--- config.mk ---
export PLATFORM = sky130hd
export DESIGN_NAME = flash_cmd_seq_flat
export DESIGN_NICKNAME = d
export VERILOG_FILES = /design/src/rtl/flash_cmd_seq_pkg.sv /design/src/rtl/flash_cmd_seq_if.sv /design/src/rtl/flash_cmd_seq_issuer.sv /design/src/rtl/flash_cmd_seq.sv /design/src/flat_wrapper.sv
export SDC_FILE = /design/constraint.sdc
export NUM_CORES = 1
export LEC_CHECK = 0
export CAP_MARGIN = 30
export CORE_ASPECT_RATIO = 0.75
export CORE_MARGIN = 2
export CORE_UTILIZATION = 55
export CTS_CLUSTER_SIZE = 30
export DETAILED_ROUTE_END_ITERATION = 10
export GPL_ROUTABILITY_DRIVEN = 1
export PLACE_DENSITY = 0.85
export SYNTH_ARGS = -nofsm -noshare
export SYNTH_HDL_FRONTEND = slang
export SYNTH_SLANG_ARGS = --single-unit
export TNS_END_PERCENT = 10
--- constraint.sdc ---
create_clock -name clock -period 8.2 [get_ports clock]
set_input_delay 1.23 -clock clock [delete_from_list [all_inputs] [get_ports clock]]
set_output_delay 1.23 -clock clock [all_outputs]
set_load 0.005 [all_outputs]
--- src/rtl/flash_cmd_seq_pkg.sv ---
`default_nettype none
// ============================================================================
// Module  : flash_cmd_seq_pkg
// Brief   : Shared codes for the StrataFlash command sequencer: flash_int op
//           codes, user command codes, flash command bytes, status bits,
//           FSM state types and the per-step micro-op decoder.
// Revision: 1.0  initial release
// ============================================================================
package flash_cmd_seq_pkg;

    // flash_int op codes
    localparam logic [1:0] FLASHOP_IDLE  = 2'b00;
    localparam logic [1:0] FLASHOP_READ  = 2'b01;
    localparam logic [1:0] FLASHOP_WRITE = 2'b10;

    // user request codes
    localparam logic [1:0] CMD_NOP     = 2'b00;
    localparam logic [1:0] CMD_READ    = 2'b01;
    localparam logic [1:0] CMD_PROGRAM = 2'b10;
    localparam logic [1:0] CMD_ERASE   = 2'b11;

    // StrataFlash command bytes
    localparam logic [7:0] FCMD_READ_ARRAY   = 8'hFF;
    localparam logic [7:0] FCMD_UNLOCK_SETUP = 8'h60;
    localparam logic [7:0] FCMD_CONFIRM      = 8'hD0;
    localparam logic [7:0] FCMD_PROGRAM      = 8'h40;
    localparam logic [7:0] FCMD_ERASE        = 8'h20;
    localparam logic [7:0] FCMD_CLEAR_STATUS = 8'h50;

    // status register bit indices
    localparam int SR_READY     = 7;
    localparam int SR_ERASE_ERR = 5;
    localparam int SR_PROG_ERR  = 4;
    localparam int SR_VPP_ERR   = 3;
    localparam int SR_LOCK_ERR  = 1;

    typedef enum logic [1:0] {
        SEQ_IDLE,
        SEQ_STEP,
        SEQ_POLL,
        SEQ_FINISH
    } seq_state_t;

    typedef enum logic [1:0] {
        ISS_IDLE,
        ISS_ISSUE,
        ISS_WAIT_HI,
        ISS_WAIT_LO
    } iss_state_t;

    typedef struct packed {
        logic [1:0]  op;
        logic [22:0] addr;
        logic [15:0] data;
    } micro_op_t;

    // Any device-reported failure bit in a status byte
    function automatic logic sr_error(input logic [7:0] sr);
        return sr[SR_ERASE_ERR] | sr[SR_PROG_ERR] | sr[SR_VPP_ERR] | sr[SR_LOCK_ERR];
    endfunction

    // Fixed (non-poll) micro-op for a given command and step index.
    // Steps 0-3 are the setup writes (READ uses only 0-1), step 4 is the
    // conditional clear-status and step 5 the final return to read-array.
    function automatic micro_op_t seq_step(
        input logic [1:0]  cmd,
        input logic [2:0]  step,
        input logic [22:0] addr,
        input logic [22:0] blk,
        input logic [15:0] wdata
    );
        micro_op_t m;
        m.op   = FLASHOP_WRITE;
        m.addr = blk;
        m.data = {8'h00, FCMD_READ_ARRAY};
        case (step)
            3'd0: begin
                if (cmd == CMD_READ) m.addr = addr;
                else                 m.data = {8'h00, FCMD_UNLOCK_SETUP};
            end
            3'd1: begin
                if (cmd == CMD_READ) begin
                    m.op   = FLASHOP_READ;
                    m.addr = addr;
                    m.data = 16'h0000;
                end else begin
                    m.data = {8'h00, FCMD_CONFIRM};
                end
            end
            3'd2: begin
                if (cmd == CMD_PROGRAM) begin
                    m.addr = addr;
                    m.data = {8'h00, FCMD_PROGRAM};
                end else begin
                    m.data = {8'h00, FCMD_ERASE};
                end
            end
            3'd3: begin
                if (cmd == CMD_PROGRAM) begin
                    m.addr = addr;
                    m.data = wdata;
                end else begin
                    m.data = {8'h00, FCMD_CONFIRM};
                end
            end
            3'd4:    m.data = {8'h00, FCMD_CLEAR_STATUS};
            default: m.data = {8'h00, FCMD_READ_ARRAY};
        endcase
        return m;
    endfunction

endpackage
`default_nettype wire

--- src/rtl/flash_cmd_seq_if.sv ---
`default_nettype none
// ============================================================================
// Module  : flash_cmd_seq_if
// Brief   : User-side request/response bundle of the flash command sequencer.
//           master = requester, slave = sequencer.
// Revision: 1.0  initial release
// ============================================================================
interface flash_cmd_seq_if;
    logic        start;
    logic [1:0]  cmd;
    logic [22:0] addr;
    logic [15:0] wdata;
    logic        ready;
    logic        done;
    logic [15:0] rdata;
    logic [7:0]  status;
    logic        err;
    logic        timeout;

    modport master (
        output start, cmd, addr, wdata,
        input  ready, done, rdata, status, err, timeout
    );

    modport slave (
        input  start, cmd, addr, wdata,
        output ready, done, rdata, status, err, timeout
    );
endinterface
`default_nettype wire

--- src/rtl/flash_cmd_seq_issuer.sv ---
`default_nettype none
// ============================================================================
// Module  : flash_cmd_seq_issuer
// Brief   : Runs one flash_int micro-op: presents op for exactly one cycle
//           with busy low, waits for busy to rise then fall, then acks.
//           Read data is valid on rdata in the ack cycle.
// Revision: 1.0  initial release
// ============================================================================
module flash_cmd_seq_issuer
    import flash_cmd_seq_pkg::*;
(
    input  logic        clock,
    input  logic        reset,
    input  logic        go,
    input  logic [1:0]  op,
    input  logic [22:0] addr,
    input  logic [15:0] data,
    output logic        ack,
    output logic [15:0] rdata,
    output logic [1:0]  f_op,
    output logic [22:0] f_addr,
    output logic [15:0] f_wdata,
    input  logic        f_busy,
    input  logic [15:0] f_rdata
);

    iss_state_t  r_state;
    iss_state_t  w_state_nxt;
    logic [1:0]  r_op;
    logic [22:0] r_addr;
    logic [15:0] r_data;

    // State register
    always_ff @(posedge clock or posedge reset) begin
        if (reset) r_state <= ISS_IDLE;
        else       r_state <= w_state_nxt;
    end

    // Hold the micro-op fields from go until the next go
    always_ff @(posedge clock or posedge reset) begin
        if (reset) begin
            r_op   <= FLASHOP_IDLE;
            r_addr <= '0;
            r_data <= '0;
        end else if (go && (r_state == ISS_IDLE)) begin
            r_op   <= op;
            r_addr <= addr;
            r_data <= data;
        end
    end

    // Handshake sequencing; op is gated by busy so it never overlaps a busy flash_int
    always_comb begin
        w_state_nxt = r_state;
        f_op        = FLASHOP_IDLE;
        ack         = 1'b0;
        case (r_state)
            ISS_IDLE:    if (go) w_state_nxt = ISS_ISSUE;
            ISS_ISSUE: begin
                if (!f_busy) begin
                    f_op        = r_op;
                    w_state_nxt = ISS_WAIT_HI;
                end
            end
            ISS_WAIT_HI: if (f_busy) w_state_nxt = ISS_WAIT_LO;
            ISS_WAIT_LO: begin
                if (!f_busy) begin
                    ack         = 1'b1;
                    w_state_nxt = ISS_IDLE;
                end
            end
            default:     w_state_nxt = ISS_IDLE;
        endcase
    end

    assign f_addr  = r_addr;
    assign f_wdata = r_data;
    assign rdata   = f_rdata;

endmodule
`default_nettype wire

--- src/rtl/flash_cmd_seq.sv ---
`default_nettype none
// ============================================================================
// Module  : flash_cmd_seq
// Brief   : Turns one user request (read / program / erase) into the
//           StrataFlash bus-cycle sequence on flash_int, polls status,
//           clears status on failure and returns the device to read-array.
// Revision: 1.0  initial release
// ============================================================================
module flash_cmd_seq
    import flash_cmd_seq_pkg::*;
#(
    parameter logic [19:0] POLL_LIMIT = 20'd1000000,
    parameter logic [22:0] BLOCK_MASK = 23'h7F0000
) (
    input  logic           clock,
    input  logic           reset,
    flash_cmd_seq_if.slave bus,
    output logic [1:0]     f_op,
    output logic [22:0]    f_addr,
    output logic [15:0]    f_wdata,
    input  logic           f_busy,
    input  logic [15:0]    f_rdata
);

    seq_state_t  r_state;
    seq_state_t  w_state_nxt;
    logic        r_armed;
    logic [1:0]  r_cmd;
    logic [22:0] r_addr;
    logic [15:0] r_wdata;
    logic [2:0]  r_step;
    logic        r_wait;
    logic [19:0] r_poll_cnt;
    logic        r_done;
    logic [15:0] r_rdata;
    logic [7:0]  r_status;
    logic        r_err;
    logic        r_timeout;

    logic        w_ready;
    logic        w_accept;
    logic        w_go;
    logic        w_ack;
    logic        w_last;
    logic        w_to_poll;
    logic        w_poll_limit;
    logic        w_poll_exit;
    logic        w_exit_err;
    logic [19:0] w_poll_cnt_inc;
    logic [22:0] w_blk;
    logic [15:0] w_iss_rdata;
    micro_op_t   w_step_op;
    micro_op_t   w_go_op;

    assign w_blk          = r_addr & BLOCK_MASK;
    assign w_step_op      = seq_step(r_cmd, r_step, r_addr, w_blk, r_wdata);
    assign w_go_op        = (r_state == SEQ_POLL) ? micro_op_t'{FLASHOP_READ, w_blk, 16'h0000}
                                                  : w_step_op;
    assign w_accept       = w_ready && bus.start;
    assign w_go           = ((r_state == SEQ_STEP) || (r_state == SEQ_POLL)) && !r_wait;
    assign w_last         = (r_state == SEQ_STEP) && w_ack &&
                            (((r_cmd == CMD_READ) && (r_step == 3'd1)) || (r_step == 3'd5));
    assign w_to_poll      = (r_state == SEQ_STEP) && w_ack && (r_cmd != CMD_READ) && (r_step == 3'd3);
    assign w_poll_cnt_inc = r_poll_cnt + 20'd1;
    assign w_poll_limit   = (w_poll_cnt_inc == POLL_LIMIT);
    assign w_poll_exit    = (r_state == SEQ_POLL) && w_ack && (w_iss_rdata[SR_READY] || w_poll_limit);
    assign w_exit_err     = sr_error(w_iss_rdata[7:0]);

    flash_cmd_seq_issuer u_issuer (
        .clock   (clock),
        .reset   (reset),
        .go      (w_go),
        .op      (w_go_op.op),
        .addr    (w_go_op.addr),
        .data    (w_go_op.data),
        .ack     (w_ack),
        .rdata   (w_iss_rdata),
        .f_op    (f_op),
        .f_addr  (f_addr),
        .f_wdata (f_wdata),
        .f_busy  (f_busy),
        .f_rdata (f_rdata)
    );

    // State register
    always_ff @(posedge clock or posedge reset) begin
        if (reset) r_state <= SEQ_IDLE;
        else       r_state <= w_state_nxt;
    end

    // Next state and ready; NOP detours through FINISH so done precedes ready
    always_comb begin
        w_state_nxt = r_state;
        w_ready     = (r_state == SEQ_IDLE) && r_armed;
        case (r_state)
            SEQ_IDLE: begin
                if (w_ready && bus.start)
                    w_state_nxt = (bus.cmd == CMD_NOP) ? SEQ_FINISH : SEQ_STEP;
            end
            SEQ_STEP: begin
                if (w_last)         w_state_nxt = SEQ_IDLE;
                else if (w_to_poll) w_state_nxt = SEQ_POLL;
            end
            SEQ_POLL:   if (w_poll_exit) w_state_nxt = SEQ_STEP;
            SEQ_FINISH: w_state_nxt = SEQ_IDLE;
            default:    w_state_nxt = SEQ_IDLE;
        endcase
    end

    // Request latch, step/poll bookkeeping and result registers
    always_ff @(posedge clock or posedge reset) begin
        if (reset) begin
            r_armed    <= 1'b0;
            r_cmd      <= CMD_NOP;
            r_addr     <= '0;
            r_wdata    <= '0;
            r_step     <= '0;
            r_wait     <= 1'b0;
            r_poll_cnt <= '0;
            r_done     <= 1'b0;
            r_rdata    <= '0;
            r_status   <= '0;
            r_err      <= 1'b0;
            r_timeout  <= 1'b0;
        end else begin
            if (!f_busy) r_armed <= 1'b1;
            r_done <= (w_accept && (bus.cmd == CMD_NOP)) || w_last;

            if (w_go)       r_wait <= 1'b1;
            else if (w_ack) r_wait <= 1'b0;

            if (w_accept) begin
                r_cmd      <= bus.cmd;
                r_addr     <= bus.addr;
                r_wdata    <= bus.wdata;
                r_step     <= '0;
                r_poll_cnt <= '0;
                r_err      <= 1'b0;
                r_timeout  <= 1'b0;
            end

            if ((r_state == SEQ_STEP) && w_ack) begin
                r_step <= r_step + 3'd1;
                if ((r_cmd == CMD_READ) && (r_step == 3'd1)) r_rdata <= w_iss_rdata;
            end

            if ((r_state == SEQ_POLL) && w_ack) begin
                r_status   <= w_iss_rdata[7:0];
                r_poll_cnt <= w_poll_cnt_inc;
                if (w_poll_exit) begin
                    r_err     <= w_exit_err;
                    r_timeout <= !w_iss_rdata[SR_READY];
                    // clear-status only when something went wrong
                    r_step    <= (w_exit_err || !w_iss_rdata[SR_READY]) ? 3'd4 : 3'd5;
                end
            end
        end
    end

    assign bus.ready   = w_ready;
    assign bus.done    = r_done;
    assign bus.rdata   = r_rdata;
    assign bus.status  = r_status;
    assign bus.err     = r_err;
    assign bus.timeout = r_timeout;

endmodule
`default_nettype wire

--- src/flat_wrapper.sv ---
// flat-port wrapper written by rule: the top's interface ports become plain ports
module flash_cmd_seq_flat import flash_cmd_seq_pkg::*;
#(
    parameter logic [19:0] POLL_LIMIT = 20'd1000000,
    parameter logic [22:0] BLOCK_MASK = 23'h7F0000
)
  (clock, reset, f_op, f_addr, f_wdata, f_busy, f_rdata, bus_start, bus_cmd, bus_addr, bus_wdata, bus_ready, bus_done, bus_rdata, bus_status, bus_err, bus_timeout);
  flash_cmd_seq_if bus_i ();
  input  logic clock;
  input  logic reset;
  output logic [1:0] f_op;
  output logic [22:0] f_addr;
  output logic [15:0] f_wdata;
  input  logic f_busy;
  input  logic [15:0] f_rdata;
  input wire logic [$bits(bus_i.start)-1:0] bus_start;
  input wire logic [$bits(bus_i.cmd)-1:0] bus_cmd;
  input wire logic [$bits(bus_i.addr)-1:0] bus_addr;
  input wire logic [$bits(bus_i.wdata)-1:0] bus_wdata;
  output wire logic [$bits(bus_i.ready)-1:0] bus_ready;
  output wire logic [$bits(bus_i.done)-1:0] bus_done;
  output wire logic [$bits(bus_i.rdata)-1:0] bus_rdata;
  output wire logic [$bits(bus_i.status)-1:0] bus_status;
  output wire logic [$bits(bus_i.err)-1:0] bus_err;
  output wire logic [$bits(bus_i.timeout)-1:0] bus_timeout;
  assign bus_i.start = bus_start;
  assign bus_i.cmd = bus_cmd;
  assign bus_i.addr = bus_addr;
  assign bus_i.wdata = bus_wdata;
  assign bus_ready = bus_i.ready;
  assign bus_done = bus_i.done;
  assign bus_rdata = bus_i.rdata;
  assign bus_status = bus_i.status;
  assign bus_err = bus_i.err;
  assign bus_timeout = bus_i.timeout;
  flash_cmd_seq #(.POLL_LIMIT(POLL_LIMIT), .BLOCK_MASK(BLOCK_MASK)) u_core (.clock(clock), .reset(reset), .bus(bus_i), .f_op(f_op), .f_addr(f_addr), .f_wdata(f_wdata), .f_busy(f_busy), .f_rdata(f_rdata));
endmodule
==> impl_metrics.py, run 1 <==
metrics = {
    "run_status": {
        "status": "completed",
    },
    "setup_path": {
        "start_kind": "primary input",
        "r2r_start": "u_core.r_state[1]",
        "worst_setup_path_end_kind": "output port",
        "critPathKind": "primary input to output port",
        "reg2reg_depth": 7,
        "critical_path_peak_fanout": 7,
        "cp_cell_sequence": "clkdlybuf4s50_1 -> nor3b_1 -> clkdlybuf4s50_1",
        "reg2reg_slack_ps": 5490,
        "cp.arrival_ps": 2530,
        "crit_end": "f_op[0]",
        "r2r-end": "u_core.u_issuer.f_addr[5]",
        "path_common_cell": "clkdlybuf4s50_1",
        "cp_slowest_cell": "clkdlybuf4s50_1",
        "critPathLaunch": "f_busy",
        "cp.required_ps": 6970,
        "cpPeakStageDelay_ps": 530,
    },
    "clocking": {
        "cts_buffers": 17,
        "cts_hold_buf": 0,
        "h-tree-depth": 4,
        "cts.sinks": 138,
        "tritoncts": "yes",
        "clk_pin_slew_worst_paths_ps": 60,
        "clock_path_buffers": 2,
        "clockRootBuffer": "clkbuf_16",
        "postCtsSetupRepairBufs": 0,
        "cts-resized-gates": 0,
        "clock_latency_ps": 420,
    },
    "die": {
        "rows": 33,
        "die_y_um": 96.6,
        "start_util": 0.570,
        "dieArea_mm2": 0.0123,
        "die_w_um": 127,
        "io_pins": 130,
        "core_area_mm2": 0.0110,
    },
    "pwr": {
        "total_power_mw": 2.62,
        "leakage_nw": 3.65,
        "peakVddDrop_v": 0.000251,
        "power_density_mw_per_mm2": 318,
    },
    "routing": {
        "drc": 0,
        "first_iter_violations": 354,
        "first_pass_iters": 7,
        "drtAntennaViolNets": 0,
        "drt-total-wl_mm": 15.1,
        "vias_per_cell": 5.90,
        "avgRoutedWirePerCell_um": 18.4,
        "vias": 4847,
    },
    "sta": {
        "setup_viol": 0,
        "fin_hold_ws_ps": 475,
        "period_share": 0.458,
        "max_freq_mhz": 266,
        "finClkSkew_ps": 11.5,
        "hold_viol": 0,
        "finalCriticalPeriod_ps": 3760,
        "rsz0062_at_grt": "no",
        "finalSetupTns_ps": 0,
        "worstMarginPinSlew_ps": 965,
        "relSlewSlack": 0.356,
        "drv_slew": 0,
    },
    "finish": {
        "finish.utilization": 0.747,
        "layout-drive-gt1-share": 0.172,
        "layout.cells.non_filler": 822,
        "num_antenna_cells": 0,
        "nets": 746,
        "syn_to_final_growth_pct": 31.1,
    },
    "synthesis": {
        "synth_cells": 549,
        "synth-xor-area-share": 0.00418,
        "synth_top_family_by_area": "compound AO/OA/AOI/OAI gates",
        "synth.area.mux_share": 0.126,
        "syn_area_per_cell_um2": 11.4,
        "synth-edff-count": 0,
        "syn-cell-area_mm2": 0.00629,
        "yosysSeqAreaShare": 0.549,
        "synthAdderAreaFrac": 0.0318,
        "synth_compound_area_frac": 0.138,
        "async_reset_ff_frac": 1.00,
        "synth_seq_cells": 138,
        "yosys_warnings": 0,
        "synth_fp_nets": 626,
        "yosys_most_used_dff": "dfrtp_1",
        "yosys.area_share.simple": 0.120,
        "ys_types": 56,
    },
    "placed_design": {
        "portBuffers": 129,
        "placed_cells": 789,
        "gp_congestion": 0.987,
        "dpl.hpwl_mm": 10.1,
    },
    "job": {
        "maxCapViolations": 0,
    },
    "grt": {
        "grt_pass1_wl_mm": 24.6,
        "overflow": 0,
        "grt_pass1_vias": 4929,
        "grt.total_usage": 0.259,
        "antenna_found_initial": 0,
        "grt_max_degree": 89,
    },
    "hold_path": {
        "hp-class": "flop to flop",
    },
}
worst max-delay path: cells and delay by family:
family / cells / cell delay [ps]
buffers and inverters: 2 / 1060
and+or+nand+nor: 1 / 240
through the flow:
stage | worst slack, ps | instance area, um^2
finish | 4440 | 8240
detailed placement | 4470 | 7650
global route | 4340 | 8240
floorplan | 3270 | 6290
global placement | 4480 | 7650
CTS | 4440 | 8230
how the worst min path moves through the flow:
stage | cells past startpoint | end | start | slack, ps
2_1_floorplan | 1 | u_core.u_issuer.r_op[1] | u_core.u_issuer.r_op[1] | 440
3_3_place_gp | 1 | u_core.u_issuer.r_op[1] | u_core.u_issuer.r_op[1] | 460
5_1_grt | 1 | u_core.u_issuer.r_op[1] | u_core.u_issuer.r_op[1] | 490
6_report | 1 | u_core.u_issuer.f_wdata[6] | u_core.u_issuer.f_wdata[6] | 480
3_5_place_dp | 1 | u_core.u_issuer.r_op[1] | u_core.u_issuer.r_op[1] | 460
4_1_cts | 1 | u_core.u_issuer.r_op[1] | u_core.u_issuer.r_op[1] | 480
synthesized netlist by cell type (all sizes together), types with 3 or more instances:
cell | n | area share
o21ai | 39 | 0.031
a21oi | 16 | 0.013
clkbuf | 23 | 0.014
mux2 | 68 | 0.12
o22ai | 3 | 0.0030
nor2 | 26 | 0.017
inv | 14 | 0.0084
nand4 | 8 | 0.0080
a31oi | 11 | 0.011
o31ai | 6 | 0.0072
a22o | 33 | 0.046
buf | 10 | 0.0080
ha | 16 | 0.032
nor4 | 4 | 0.0040
dfrtp | 138 | 0.55
nor3b | 4 | 0.0048
and2 | 6 | 0.0060
nand2b | 4 | 0.0040
o2111ai | 3 | 0.0042
o211ai | 3 | 0.0036
and3 | 5 | 0.0050
nand3 | 11 | 0.010
nand2 | 56 | 0.035
and4 | 4 | 0.0056
nor3 | 6 | 0.0056
nor2b | 4 | 0.0040
cell type report:
class	count	area, um^2
Clock buffer	19	433
Clock inverter	13	145
Fill cell	697	2790
Inverter	14	57.6
Multi-Input combinational cell	364	2650
Sequential cell	138	3450
Tap cell	140	175
Timing Repair Buffer	134	1330
registers in the layout (all words and copies together), names as in the netlist, 2 cells and up:
register	count
u_core.bus.rdata	16
u_core.bus.status	8
u_core.r_addr	23
u_core.r_cmd	2
u_core.r_poll_cnt	20
u_core.r_state	2
u_core.r_step	3
u_core.r_wdata	16
u_core.u_issuer.f_addr	23
u_core.u_issuer.f_wdata	16
u_core.u_issuer.r_op	2
u_core.u_issuer.r_state	2
routing by layer:
| metal | vias up | share of wire | global-route usage |
|---|---|---|---|
| li1 | 2227 | - | - |
| met1 | 2397 | 0.43 | 0.331 |
| met2 | 196 | 0.47 | 0.419 |
| met3 | 27 | 0.075 | 0.0760 |
| met4 | 0 | 0.022 | 0.107 |
| met5 | - | 0 | 0 |
where the power goes:
part,switching (mW),internal [mW]
Sequential,0.147,0.908
Combinational,0.347,0.468
Clock,0.297,0.450
Total,0.791,1.83
layout by cell type, fill, tap and decap left out, drive strengths merged, types with 8 or more instances in the layout:
cell type	n
clkdlybuf4s50	129
o21ai	39
nand3	11
nor2	26
ha	16
clkbuf	20
dfrtp	138
inv	16
a22o	33
nand4	8
nand2	56
a21oi	16
mux2	68
a31oi	11
cell families after synthesis:
| family | after synthesis |
|---|---|
| XOR/XNOR | 3 |
| multiplexers | 70 |
| AO/OA/AOI/OAI | 127 |
| flip-flops | 138 |
| adder cells (fa/ha/maj) | 16 |
| buffers and inverters | 47 |
| AND/OR/NAND/NOR | 148 |
(Power assumes the default switching activity.)
==> run 2: changes to the inputs <==
CORE_UTILIZATION = 51   (was 55)
PLACE_DENSITY = 0.8   (was 0.85)
clock period = 3.5 ns   (was 8.2 ns; I/O delays follow)
==> run 2 against run 1 <==
First-iteration DRC count down 0.28%; sequential power increased by 140%; non-clock buffer count increased by 1; flip-flop and latch count is the same; total power increased by 130%; global-route usage is 2.3 points lower; sequential share of layout area shrank 0.30 points; cell area rose by 0.71%; largest cell class unchanged.
==> impl_metrics.py, run 2 (synthesis gave the netlist of run 1 again) <==
metrics = {
    "clocking": {
        "tritoncts": "yes",
        "clockRootBuffer": "clkbuf_16",
        "cts_buffers": 17,
        "clk_pin_slew_worst_paths_ps": 60,
        "cts.sinks": 138,
        "cts-resized-gates": 0,
        "postCtsSetupRepairBufs": 0,
        "clock_path_buffers": 2,
        "h-tree-depth": 4,
        "cts_hold_buf": 0,
        "clock_latency_ps": 410,
    },
    "sta": {
        "setup_viol": 0,
        "relSlewSlack": 0.476,
        "max_freq_mhz": 380,
        "rsz0062_at_grt": "no",
        "worstMarginPinSlew_ps": 786,
        "finalSetupTns_ps": 0,
        "period_share": 0.753,
        "finClkSkew_ps": 8.68,
        "hold_viol": 0,
        "drv_slew": 0,
        "finalCriticalPeriod_ps": 2630,
    },
    "hold_path": {
        "hp-class": "flop to flop",
        "worstHoldStart": "u_core.u_issuer.f_wdata[6]",
    },
    "finish": {
        "syn_to_final_growth_pct": 32.0,
        "layout_commonest_cell": "dfrtp_1",
        "final_cell_mix": "dfrtp_1 (138), clkdlybuf4s50_1 (129), mux2_2 (67)",
        "layout-drive-gt1-share": 0.174,
        "multi_input_area_mm2": 0.00265,
        "num_antenna_cells": 0,
        "seqCellArea_mm2": 0.00345,
        "layout.cells.non_filler": 849,
        "nFillCells": 897,
        "nets": 747,
    },
    "die": {
        "io_pins": 130,
        "rows": 35,
        "core_area_mm2": 0.0122,
        "die_w_um": 132,
        "dieArea_mm2": 0.0132,
        "start_util": 0.516,
        "die_y_um": 100,
    },
    "pwr": {
        "leakage_nw": 3.66,
        "total_power_mw": 6.15,
        "power_density_mw_per_mm2": 741,
        "peakVddDrop_v": 0.000487,
    },
    "routing": {
        "first_pass_iters": 5,
        "drtAntennaViolNets": 0,
        "vias": 4780,
        "vias_per_cell": 5.63,
        "drc": 0,
        "first_iter_violations": 353,
        "avgRoutedWirePerCell_um": 17.5,
        "drt-total-wl_mm": 14.8,
    },
    "placed_design": {
        "portBuffers": 129,
        "gp_congestion": 0.876,
        "dpl.hpwl_mm": 9.91,
        "placed_cells": 817,
    },
    "setup_path": {
        "worst_setup_path_end_kind": "flop",
        "r2r_start": "u_core.r_poll_cnt[0]",
        "cpPeakStageDelay_ps": 520,
        "critical_path_peak_fanout": 8,
        "start_kind": "flop",
        "path_buf_inv": 0,
        "cp_slowest_cell": "a2111oi_0",
        "critPathTopFamily": "compound AO/OA/AOI/OAI gates",
        "reg2reg_slack_ps": 870,
        "critPathKind": "flop to flop",
        "cp.required_ps": 3800,
        "cp_cell_sequence": "ha_1 -> nand2_1 -> a2111oi_0 -> a31o_2 -> o31ai_1 -> o2111a_2 -> or3_1 -> o221a_2",
        "critPathLaunch": "u_core.r_poll_cnt[0]",
        "cp.arrival_ps": 2930,
    },
    "grt": {
        "grt_max_degree": 114,
        "grt_pass1_wl_mm": 24.8,
        "grt_pass1_vias": 4950,
        "grtUsageMet1": 0.309,
        "met2_usage": 0.371,
        "antenna_found_initial": 0,
        "overflow": 0,
        "busiest_layer": "met2",
        "met3_usage": 0.0874,
        "grt.total_usage": 0.236,
    },
    "job": {
        "maxCapViolations": 0,
    },
    "run_status": {
        "status": "completed",
    },
}
-- run 2: changes by cell type in the layout (fill, tap and decap cells not counted) --
cell	before	now
buf_12	0	1
clkinv_2	2	3
clkbuf_4	1	0
buf_4	4	5
clkbuf_1	2	1
clkbuf_8	0	1
clkinv_4	4	3
-- run 2: cell type report --
type	count	share of cell area
Timing Repair Buffer	135	0.163
Inverter	14	0.00679
Sequential cell	138	0.416
Multi-Input combinational cell	364	0.319
Clock inverter	13	0.0172
Tap cell	166	0.0250
Clock buffer	19	0.0534
-- run 2: path summary, 6_finish.rpt --
kind / endpoint / cells after the start
worst max-delay path: u_core.r_state[1] / 8
worst min-delay path: u_core.u_issuer.f_wdata[6] / 1
worst max register to register: u_core.r_state[1] / 8
worst min register to register: u_core.u_issuer.f_wdata[6] / 1
max in group asynchronous: u_core.r_poll_cnt[18] / 3
min in group asynchronous: u_core.bus.rdata[9] / 2
-- run 2: per-layer routing --
metal	up-vias	wire [um]
met2	205	6510
met5	-	0
met1	2333	6770
met3	12	1450
met4	0	104
li1	2230	-
-- run 2: power breakdown --
group	internal, mW	switching [mW]	total (mW)
clock	1.07	0.703	1.78
combinational	1.10	0.806	1.91
sequential	2.13	0.339	2.47
total	4.30	1.85	6.15
-- run 2: through the flow --
| stage | hold WS [ps] | cell area (um^2) | setup slack, ps | util |
|---|---|---|---|---|
| floorplan | 443 | 6290 | 1160 | - |
| global placement | 454 | 7710 | 923 | 0.633 |
| detailed placement | 469 | 7710 | 784 | 0.633 |
| CTS | 482 | 8300 | 897 | 0.682 |
| global route | 488 | 8300 | 677 | 0.682 |
| finish | 475 | 8300 | 865 | 0.682 |
